## config.mk

```make
export PLATFORM = sky130hd
export DESIGN_NAME = sevenseg_scan_ctrl
export DESIGN_NICKNAME = d
export VERILOG_FILES = /design/src/rtl/sevenseg_pkg.sv /design/src/rtl/sevenseg_decode.sv /design/src/rtl/sevenseg_scan_ctrl.sv
export SDC_FILE = /design/constraint.sdc
export NUM_CORES = 1
export LEC_CHECK = 0
export ABC_AREA = 1
export ABC_CLOCK_PERIOD_IN_PS = 3850
export CORE_AREA = 2 2 102 104
export DETAILED_ROUTE_END_ITERATION = 12
export DIE_AREA = 0 0 104 106
export GPL_TIMING_DRIVEN = 0
export SLEW_MARGIN = 20
export SYNTH_ARGS = -nofsm -noshare
export SYNTH_HDL_FRONTEND = slang
export SYNTH_SLANG_ARGS = --single-unit
export TNS_END_PERCENT = 30
```

## constraint.sdc

```tcl
create_clock -name i_clk -period 3.85 [get_ports i_clk]
set_input_delay 0.77 -clock i_clk [delete_from_list [all_inputs] [get_ports i_clk]]
set_output_delay 0.77 -clock i_clk [all_outputs]
set_load 0.02 [all_outputs]
```

## src/rtl/sevenseg_pkg.sv

```systemverilog
// Shared constants for the 7-segment scan controller: segment patterns (a..g, bit 6 = a),
// decimal-point bit position and the slot-phase state encoding.
package sevenseg_pkg;

  localparam int SEG_W  = 7;
  localparam int DP_BIT = 7;

  localparam logic [SEG_W-1:0] SEG_0 = 7'b1111110;
  localparam logic [SEG_W-1:0] SEG_1 = 7'b0110000;
  localparam logic [SEG_W-1:0] SEG_2 = 7'b1101101;
  localparam logic [SEG_W-1:0] SEG_3 = 7'b1111001;
  localparam logic [SEG_W-1:0] SEG_4 = 7'b0110011;
  localparam logic [SEG_W-1:0] SEG_5 = 7'b1011011;
  localparam logic [SEG_W-1:0] SEG_6 = 7'b1011111;
  localparam logic [SEG_W-1:0] SEG_7 = 7'b1110000;
  localparam logic [SEG_W-1:0] SEG_8 = 7'b1111111;
  localparam logic [SEG_W-1:0] SEG_9 = 7'b1111011;
  localparam logic [SEG_W-1:0] SEG_A = 7'b1110111;
  localparam logic [SEG_W-1:0] SEG_B = 7'b0011111;
  localparam logic [SEG_W-1:0] SEG_C = 7'b1001110;
  localparam logic [SEG_W-1:0] SEG_D = 7'b0111101;
  localparam logic [SEG_W-1:0] SEG_E = 7'b1001111;
  localparam logic [SEG_W-1:0] SEG_F = 7'b1000111;

  typedef enum logic [0:0] {
    ST_DEAD  = 1'b0,
    ST_DRIVE = 1'b1
  } slot_state_e;

endpackage

```

## src/rtl/sevenseg_decode.sv

```systemverilog
// Hex nibble to a..g segment pattern (active high, bit 6 = segment a).
// Purely combinational, no backpressure.
module sevenseg_decode
  import sevenseg_pkg::*;
(
  input  logic [3:0]       i_nibble,
  output logic [SEG_W-1:0] o_seg
);

  always_comb begin
    o_seg = '0;
    case (i_nibble)
      4'h0: o_seg = SEG_0;
      4'h1: o_seg = SEG_1;
      4'h2: o_seg = SEG_2;
      4'h3: o_seg = SEG_3;
      4'h4: o_seg = SEG_4;
      4'h5: o_seg = SEG_5;
      4'h6: o_seg = SEG_6;
      4'h7: o_seg = SEG_7;
      4'h8: o_seg = SEG_8;
      4'h9: o_seg = SEG_9;
      4'hA: o_seg = SEG_A;
      4'hB: o_seg = SEG_B;
      4'hC: o_seg = SEG_C;
      4'hD: o_seg = SEG_D;
      4'hE: o_seg = SEG_E;
      4'hF: o_seg = SEG_F;
    endcase
  end

endmodule

```

## src/rtl/sevenseg_scan_ctrl.sv

```systemverilog
// Time-multiplexed common-anode 7-segment scanner with double-buffered, tear-free frames.
// seg/an lag the slot counter by one cycle; writer stalls (wr_ready=0) until the frame commits.
module sevenseg_scan_ctrl
  import sevenseg_pkg::*;
#(
  parameter int NUM_DIGITS  = 4,
  parameter int PRESCALE    = 50000,
  parameter int DEAD_CYCLES = 16
) (
  input  logic                    i_clk,
  input  logic                    i_rst_n,
  input  logic                    i_enable,
  input  logic                    i_wr_valid,
  output logic                    o_wr_ready,
  input  logic [4*NUM_DIGITS-1:0] i_wr_value,
  input  logic [NUM_DIGITS-1:0]   i_wr_dp,
  input  logic [NUM_DIGITS-1:0]   i_wr_blank,
  output logic [7:0]              o_seg,
  output logic [NUM_DIGITS-1:0]   o_an,
  output logic                    o_frame_tick
);

  localparam int CNT_W = (PRESCALE > 1) ? $clog2(PRESCALE) : 1;
  localparam int IDX_W = (NUM_DIGITS > 1) ? $clog2(NUM_DIGITS) : 1;
  localparam int DEAD_LAST_I = (DEAD_CYCLES > 0) ? DEAD_CYCLES - 1 : 0;

  localparam logic [CNT_W-1:0] CNT_LAST  = CNT_W'(PRESCALE - 1);
  localparam logic [CNT_W-1:0] DEAD_LAST = CNT_W'(DEAD_LAST_I);
  localparam logic [IDX_W-1:0] IDX_LAST  = IDX_W'(NUM_DIGITS - 1);
  localparam slot_state_e      ST_INIT   = (DEAD_CYCLES > 0) ? ST_DEAD : ST_DRIVE;

  logic [CNT_W-1:0]        r_slot_cnt;
  logic [IDX_W-1:0]        r_digit_idx;
  slot_state_e             r_state;
  slot_state_e             w_state_nxt;

  logic [4*NUM_DIGITS-1:0] r_pend_value;
  logic [NUM_DIGITS-1:0]   r_pend_dp;
  logic [NUM_DIGITS-1:0]   r_pend_blank;
  logic                    r_pend_vld;
  logic [4*NUM_DIGITS-1:0] r_act_value;
  logic [NUM_DIGITS-1:0]   r_act_dp;
  logic [NUM_DIGITS-1:0]   r_act_blank;

  logic                    w_slot_wrap;
  logic                    w_idx_last;
  logic                    w_boundary;
  logic                    w_wr_fire;
  logic                    w_commit;
  logic [3:0]              w_cur_nibble;
  logic [SEG_W-1:0]        w_dec_seg;
  logic [7:0]              w_seg_nxt;
  logic [NUM_DIGITS-1:0]   w_an_nxt;

  assign w_slot_wrap  = (r_slot_cnt == CNT_LAST);
  assign w_idx_last   = (r_digit_idx == IDX_LAST);
  assign w_boundary   = i_enable & w_slot_wrap & w_idx_last;
  assign o_frame_tick = w_boundary;

  assign o_wr_ready = ~r_pend_vld;
  assign w_wr_fire  = i_wr_valid & o_wr_ready;
  // A disabled display cannot tear, so a pending frame may land without waiting for a boundary.
  assign w_commit   = r_pend_vld & (w_boundary | ~i_enable);

  always_ff @(posedge i_clk or negedge i_rst_n) begin
    if (!i_rst_n) begin
      r_slot_cnt  <= '0;
      r_digit_idx <= '0;
    end else if (!i_enable) begin
      r_slot_cnt  <= '0;
      r_digit_idx <= '0;
    end else if (w_slot_wrap) begin
      r_slot_cnt  <= '0;
      r_digit_idx <= w_idx_last ? '0 : r_digit_idx + 1'b1;
    end else begin
      r_slot_cnt  <= r_slot_cnt + 1'b1;
    end
  end

  always_ff @(posedge i_clk or negedge i_rst_n) begin
    if (!i_rst_n) begin
      r_state <= ST_INIT;
    end else begin
      r_state <= w_state_nxt;
    end
  end

  always_comb begin
    w_state_nxt = r_state;
    if (!i_enable) begin
      w_state_nxt = ST_INIT;
    end else begin
      case (r_state)
        ST_DEAD:  if (r_slot_cnt == DEAD_LAST) w_state_nxt = ST_DRIVE;
        ST_DRIVE: if (w_slot_wrap && (DEAD_CYCLES > 0)) w_state_nxt = ST_DEAD;
        default:  w_state_nxt = ST_INIT;
      endcase
    end
  end

  assign w_cur_nibble = r_act_value[4*r_digit_idx +: 4];

  sevenseg_decode u_decode (
    .i_nibble (w_cur_nibble),
    .o_seg    (w_dec_seg)
  );

  always_comb begin
    w_seg_nxt = '0;
    w_an_nxt  = '1;
    if (i_enable && (r_state == ST_DRIVE) && !r_act_blank[r_digit_idx]) begin
      w_seg_nxt[SEG_W-1:0]  = w_dec_seg;
      w_seg_nxt[DP_BIT]     = r_act_dp[r_digit_idx];
      w_an_nxt[r_digit_idx] = 1'b0;
    end
  end

  always_ff @(posedge i_clk or negedge i_rst_n) begin
    if (!i_rst_n) begin
      o_seg <= '0;
      o_an  <= '1;
    end else begin
      o_seg <= w_seg_nxt;
      o_an  <= w_an_nxt;
    end
  end

  always_ff @(posedge i_clk or negedge i_rst_n) begin
    if (!i_rst_n) begin
      r_pend_value <= '0;
      r_pend_dp    <= '0;
      r_pend_blank <= '1;
      r_pend_vld   <= 1'b0;
    end else if (w_wr_fire) begin
      r_pend_value <= i_wr_value;
      r_pend_dp    <= i_wr_dp;
      r_pend_blank <= i_wr_blank;
      r_pend_vld   <= 1'b1;
    end else if (w_commit) begin
      r_pend_vld   <= 1'b0;
    end
  end

  always_ff @(posedge i_clk or negedge i_rst_n) begin
    if (!i_rst_n) begin
      r_act_value <= '0;
      r_act_dp    <= '0;
      r_act_blank <= '1;
    end else if (w_commit) begin
      r_act_value <= r_pend_value;
      r_act_dp    <= r_pend_dp;
      r_act_blank <= r_pend_blank;
    end
  end

endmodule

```

==> results of run 1 <==
-- worst max-delay path by stage --
stage / start / end / slack, ps / cells past startpoint
floorplan: r_slot_cnt[0] / o_frame_tick / 1860 / 5
global placement: i_rst_n / r_pend_value[13] / -830 / 1
detailed placement: i_enable / o_frame_tick / 820 / 4
CTS: i_enable / o_frame_tick / 810 / 4
global route: r_slot_cnt[0] / o_frame_tick / 700 / 6
finish: i_enable / o_frame_tick / 790 / 4
-- per-stage QoR --
step                      setup TNS [ps]  setup slack, ps
final                                  0              786
after global routing                   0              698
after CTS                              0              813
after detailed placement               0              818
after global placement            -55760             -826
after floorplan                        0             1860
-- power groups by stage --
stage	sequential (mW)	combinational [mW]	clock, mW
after detailed placement	1.09	0.403	0
after CTS	1.08	0.404	0.603
final	1.07	0.397	0.585
after floorplan	1.07	0.293	0
after global placement	1.09	0.385	0
after global routing	1.09	0.462	0.645
-- metal layers --
layer  routed length, um  up-vias
li1                    -     1429
met1                3530     1277
met2                3370       39
met3                 225        9
met4                 126        0
met5                   0        -
-- layout make-up --
| type | instances | area share |
|---|---|---|
| Inverter | 27 | 0.0225 |
| Multi-Input combinational cell | 289 | 0.339 |
| Sequential cell | 80 | 0.447 |
| Tap cell | 136 | 0.0377 |
| Clock inverter | 7 | 0.0150 |
| Buffer | 12 | 0.0166 |
| Clock buffer | 9 | 0.0275 |
| Timing Repair Buffer | 42 | 0.0949 |
-- state kept, by name, indices dropped and copies added (netlist names) --
signal / count
r_digit_idx: 2
r_act_dp: 4
o_seg: 8
r_pend_vld: 1
r_pend_blank: 4
r_act_blank: 4
r_slot_cnt: 16
r_pend_dp: 4
r_state: 1
r_act_value: 16
r_pend_value: 16
o_an: 4
-- worst register-to-register path, delay by kind of cell, from the launching register on --
kind / cells / cell delay (ps)
compound gates: 2 / 250
fa+ha+maj: 1 / 290
buf+inv: 3 / 520
flops: 1 / 450
simple gates: 5 / 430
-- cells by family after synthesis --
| family | Yosys count |
|---|---|
| buffers and inverters | 39 |
| xor gates and xnor gates | 7 |
| muxes | 24 |
| adders and majority gates | 10 |
| DFF | 80 |
| and+or+nand+nor | 221 |
| AOI/OAI and AO/OA | 27 |
-- placed cells by master (no fill, tap or decap), types with 3 or more instances in the layout --
cell | synthesis | layout
clkbuf_8 | 0 | 9
nand2_1 | 115 | 115
clkdlybuf4s50_1 | 0 | 40
buf_2 | 6 | 6
dfrtp_1 | 68 | 68
ha_1 | 10 | 10
nor2_1 | 49 | 49
nand3_1 | 46 | 46
a21oi_1 | 10 | 10
o21ai_0 | 15 | 15
buf_4 | 2 | 3
inv_1 | 24 | 24
nor3_1 | 4 | 4
mux2_2 | 24 | 24
dfstp_2 | 12 | 12
xor2_1 | 7 | 7
clkinv_4 | 0 | 3
inv_2 | 3 | 3
==> metrics.txt, run 1 <==
cts repair resizes 0; unrepaired setup endpoints after global routing no; kind of critical path input pin to output pin; initial antenna violation count 0; Combinational Power Share 0.193; post-route cell area 4510 sq um; Vias/cell 4.57; Top cell by count, worst path clkdlybuf4s50_1; Pwr Density 456 nW/um^2; # DRC 0; CP Cell Sequence clkdlybuf4s50_1, nand3_1, nor2_1, clkdlybuf4s50_1; YS warnings 0; startpoint types input pin; final hold violations 0; routed via count 2754; Cell Area, Placed 4320 sq um; area grow syn2layout 21.2%; Setup Buffers After CTS 0; Worst Skew 10.4 ps; GP Congestion 0.788; Internal Power 1.42 mW; core footprint 10000 sq um; Inst Count DP 586; GR Overflow Total 0; compound-gate portion of the synthesized area 0.0404; worst reg-to-reg setup slack 1790 ps; CTS Root Cell clkbuf_8; Mapped Avg Cell Area 9.12 sq um; Post-Synth Adder-Cell Area 0.0336; maxcap violations 0; Max FO, Critical Path 5; DRT iter0 DRCs 72; Synth Register Bits 80; Setup crit end kind output pin; Routed WL 7.25 mm; Worst slew margin 0.622; delay-heaviest family, CP buffers and inverters; CTS clk-pin slew, worst paths 90 ps; Die W 104 um; Synth Cell Area 3720 sq um; clock buffer depth 2; Die Y 106 um; DRT Pass-1 Iters 4; Final Power 2.06 mW; port bufs 41; Detailed Place HPWL 5.33 mm; gr busiest metal met2; max-slew violation count 0; FF+latch area 2020 sq um; Final nets 499; met1 usage 0.186; n_diodes 0; largest net degree at the start of global routing 44; Worst EP required 3080 ps; Final ANT Viol Nets 0; Critical Path AT 2290 ps; number of enable flip-flop cells after synthesis 0; mux cell area share after synthesis 0.0727; register area share after synthesis 0.542; VDD IR max 0.193 mV; count leader, synth nand2_1; Final setup viols 0; LEAKAGE 2.09 nW; Final Instance Count excl. Fillers 602; Crit path buffers/inverters 2; Mapped Cells 408; Netlist cell types 25; Util after Layout 0.451; dominant cell type by area after synthesis dfrtp_1; worst-margin pin slew 567 ps; fill cell count 996; vias in the first global route 2766; Post-synth top cells 115 x nand2_1, 68 x dfrtp_1, 49 x nor2_1; Synth area leaders dfrtp_1 46%, nand2_1 12%, dfstp_2 8.5%; Starting Density 0.372; Tmin final 3060 ps; simple-gate portion of the synthesized area 0.247; CTS Buf Count 9; wire per inst 12.0 um; RR Endpoint o_seg[5]; GRT Total Usage 0.144; Hold/Removal Path Class input pin to asynchronous set/reset pin; ys flop type dfrtp_1; multi-input logic area 1530 sq um; CTS tree built; met3 usage 0.0245; post-synthesis xor/xnor area fraction 0.0165; top-area cell type share of the netlist area 0.457; share of cells above drive strength 1 0.157; biggest cell delay along the critical path 630 ps; Switching Share 0.309; largest family of logic cells by synthesized area simple AND/OR/NAND/NOR gates; FF-to-FF path depth 11; first-pass GRT wire length 12.9 mm; status finished, final reports clean; R2R Path Start r_digit_idx[0]; CTS sink cnt 80; P_sw 635 uW; Fmax 326 MHz; Hold Buf Count CTS 0; FFs w/ async S/R, synth 1.00; clock network power share 0.285; Clock H-tree levels 3; Mapped Nets 446; Die Area 11000 sq um; register share of total power 0.522; row cnt 37; io pins 42; Clk Latency, worst-skew pair 350 ps; GR met2 Demand/Resource 0.238; period utilization 0.796; CP max stage cell clkdlybuf4s50_1; Hold Slack 403 ps
Power figures use the tool's default switching activity.
==> inputs of run 2 (changes only) <==
--- a/config.mk
+++ b/config.mk
@@ -6,7 +6,7 @@
 export NUM_CORES = 1
 export LEC_CHECK = 0
 export ABC_AREA = 1
-export ABC_CLOCK_PERIOD_IN_PS = 3850
+export ABC_CLOCK_PERIOD_IN_PS = 3100
 export CORE_AREA = 2 2 102 104
 export DETAILED_ROUTE_END_ITERATION = 12
 export DIE_AREA = 0 0 104 106
==> constraint.sdc (replaced) <==
create_clock -name i_clk -period 3.1 [get_ports i_clk]
set_input_delay 0.62 -clock i_clk [delete_from_list [all_inputs] [get_ports i_clk]]
set_output_delay 0.62 -clock i_clk [all_outputs]
set_load 0.02 [all_outputs]
==> results of run 2 <==
Same layout as run 1 (identical final DEF). Status: finished, final reports clean.
Among the figures that moved: setup slack after placement 818 ps -> 368 ps; setup slack after layout 786 ps -> 262 ps; hold slack 403 ps -> 253 ps; start point of the critical path i_enable -> r_slot_cnt[0]; register-to-register setup slack 1790 ps -> 1040 ps; total power 2.06 mW -> 2.55 mW; worst IR drop on VDD 0.193 mV -> 0.239 mV
==> inputs of run 3 (changes only) <==
--- a/config.mk
+++ b/config.mk
@@ -5,11 +5,10 @@
 export SDC_FILE = /design/constraint.sdc
 export NUM_CORES = 1
 export LEC_CHECK = 0
-export ABC_AREA = 1
 export ABC_CLOCK_PERIOD_IN_PS = 3100
-export CORE_AREA = 2 2 102 104
+export CORE_AREA = 3 3 108 110
 export DETAILED_ROUTE_END_ITERATION = 12
-export DIE_AREA = 0 0 104 106
+export DIE_AREA = 0 0 111 113
 export GPL_TIMING_DRIVEN = 0
 export SLEW_MARGIN = 20
 export SYNTH_ARGS = -nofsm -noshare
==> run 3 against run 2 <==
Wire length grew 33%. Fmax decreased by 4.0%. Sequential power increased by 7%. Global-route usage is 1.5 points higher. Critical endpoint unchanged. Final cell count down 5.6%. Via count rose by 16%. Highest routed layer unchanged.
==> metrics.txt, run 3 <==
Tmin final 2960 ps; row cnt 38 (+2.7%); number of enable flip-flop cells after synthesis 0 (unchanged); DRT Pass-1 Iters 5 (+1); Worst EP required 2480 ps; pre-CTS setup slack 21.3 ps; Clock H-tree levels 3 (unchanged); Starting Density 0.376 (+0.00396); met1 usage 0.213 (+0.0272); LEAKAGE 1.89 nW (-9.3%); Setup crit end kind output pin; dominant cell type by area after synthesis dfrtp_1; met3 usage 0.0428 (+0.0183); clock buffer depth 2 (unchanged); biggest regs r_act_value x16, r_pend_value x16, r_slot_cnt x16; status finished, final reports clean; Critical Path AT 2340 ps; Setup Buffers After CTS 0 (unchanged); Hold Slack 224 ps; CTS Buf Count 9 (unchanged); Synth Cell Area 4060 sq um (+9.1%); Mapped Avg Cell Area 10.9 sq um (+20%); top-area cell type share of the netlist area 0.419 (-0.0381); GP Congestion 0.842 (+6.9%); DRT iter0 DRCs 162 (+130%); Mapped Cells 372 (-8.8%); Final ANT Viol Nets 0 (unchanged); RR Endpoint o_seg[3]; Die W 111 um (+6.7%); routed via count 3189 (+16%); Routed WL 9.63 mm (+33%); GR met2 Demand/Resource 0.260 (+0.0219); final hold violations 0 (unchanged); gr busiest metal met2; Synth area leaders dfrtp_1 42%, dfstp_2 7.8%, mux2_2 7.2%; io pins 42 (unchanged); worst-margin pin slew 707 ps (+140 ps); Worst slew margin 0.529 (-0.0934); CTS Root Cell clkbuf_8; Fmax 338 MHz; CTS tree built; GRT Total Usage 0.159 (+0.0146); Hold Buf Count CTS 0 (unchanged); kind of critical path register to output pin; FF-to-FF path depth 7 (-4); final worst slack 142 ps; Mapped Nets 410 (-8.1%); area grow syn2layout 20.7%; Pwr Density 611 nW/um^2; CTS sink cnt 80 (unchanged); port bufs 41 (unchanged); register area share after synthesis 0.497 (-0.0451); most common cell after layout, fill and taps aside dfrtp_1; Detailed Place HPWL 6.60 mm (+24%); FFs w/ async S/R, synth 1.00 (unchanged); Netlist cell types 45 (+80%); largest net degree at the start of global routing 43 (-2.3%); startpoint types register; period utilization 0.954; # DRC 0 (unchanged); ys flop type dfrtp_1; Final setup viols 0 (unchanged); Die Y 113 um (+6.6%); vias in the first global route 3205 (+16%); wire per inst 16.9 um (+41%); unrepaired setup endpoints after global routing no; max-slew violation count 0 (unchanged); count leader, synth dfrtp_1; worst reg-to-reg setup slack 820 ps; VDD IR max 0.284 mV; initial antenna violation count 0 (unchanged); CTS clk-pin slew, worst paths 100 ps (about the same); n_diodes 0 (unchanged); Post-synth top cells 68 x dfrtp_1, 33 x nand3_1, 27 x nand4_1; Die Area 12500 sq um (+14%); maxcap violations 0 (unchanged); share of cells above drive strength 1 0.161 (+0.00456); most frequent cells in the layout 68 x dfrtp_1, 40 x clkdlybuf4s50_1, 33 x nand3_1; Worst Skew 18.8 ps (+8.43 ps); first-pass GRT wire length 16.3 mm (+27%); R2R Path Start r_digit_idx[1]; Clk Latency, worst-skew pair 360 ps (about the same); Final nets 461 (-7.6%); Hold/Removal Path Class input pin to asynchronous set/reset pin; Vias/cell 5.61 (+23%); core footprint 10800 sq um (+7.9%); Synth Register Bits 80 (unchanged); setup TNS 0 ps (unchanged); YS warnings 0 (unchanged); GR Overflow Total 0 (unchanged); Max FO, Critical Path 7
[run 3: area by class of cell]
cell class,instances,area [sq um]
fill,1051,5900
sequential,80,2020
multi-input combinational,248,1850
timing repair buffer,42,428
tap,140,175
buffer,29,135
clock buffer,9,124
clock inverter,7,118
inverter,13,48.8
[run 3: critical path, cell delays in order, from the launching register on]
cell	delay, ps
dfrtp_1	430
nor4_1	370
and3_2	360
and3_1	220
clkdlybuf4s50_1	610
[run 3: how the worst max path moves through the flow]
stage                        start            end  cells past startpoint
global placement           i_rst_n  r_slot_cnt[4]                      1
floorplan            r_slot_cnt[0]   o_frame_tick                      5
detailed placement        i_enable   o_frame_tick                      4
finish              r_slot_cnt[12]   o_frame_tick                      4
CTS                       i_enable   o_frame_tick                      4
global route         r_slot_cnt[0]   o_frame_tick                      5
[run 3: what timing repair did]
item,in CTS,in global routing
endpoints found under the hold margin,0,0
endpoints found under the setup margin,1,1
gates resized for setup,0,3
[run 3: kinds of logic after synthesis]
| group | Yosys count | share of synthesized area |
|---|---|---|
| XOR/XNOR | 11 | 0.0237 |
| AND/OR/NAND/NOR | 118 | 0.159 |
| flip-flops | 80 | 0.497 |
| multiplexers | 32 | 0.105 |
| adder cells (fa/ha/maj) | 10 | 0.0308 |
| AO/OA/AOI/OAI | 77 | 0.138 |
| buffers and inverters | 44 | 0.0469 |
[run 3: metrics by stage]
stage	instance area [sq um]	total power, mW	util	std cells
after floorplan	4060	1.86	-	372
after global placement	4640	2.04	0.430	553
after detailed placement	4660	2.08	0.432	554
after CTS	4900	3.02	0.454	569
after global routing	4900	3.17	0.454	568
final	4900	2.99	0.454	568
[run 3: layer usage]
| metal | share of wire | vias to the layer above |
|---|---|---|
| met5 | 0 | - |
| met4 | 0.014 | 0 |
| met3 | 0.053 | 13 |
| met2 | 0.48 | 92 |
| met1 | 0.46 | 1577 |
| li1 | - | 1507 |
[run 3: power breakdown]
part	internal, mW	switching (mW)	leakage [nW]
logic	0.335	0.308	0.807
clock network	0.535	0.396	0.114
registers	1.25	0.166	0.973
total	2.12	0.870	1.89
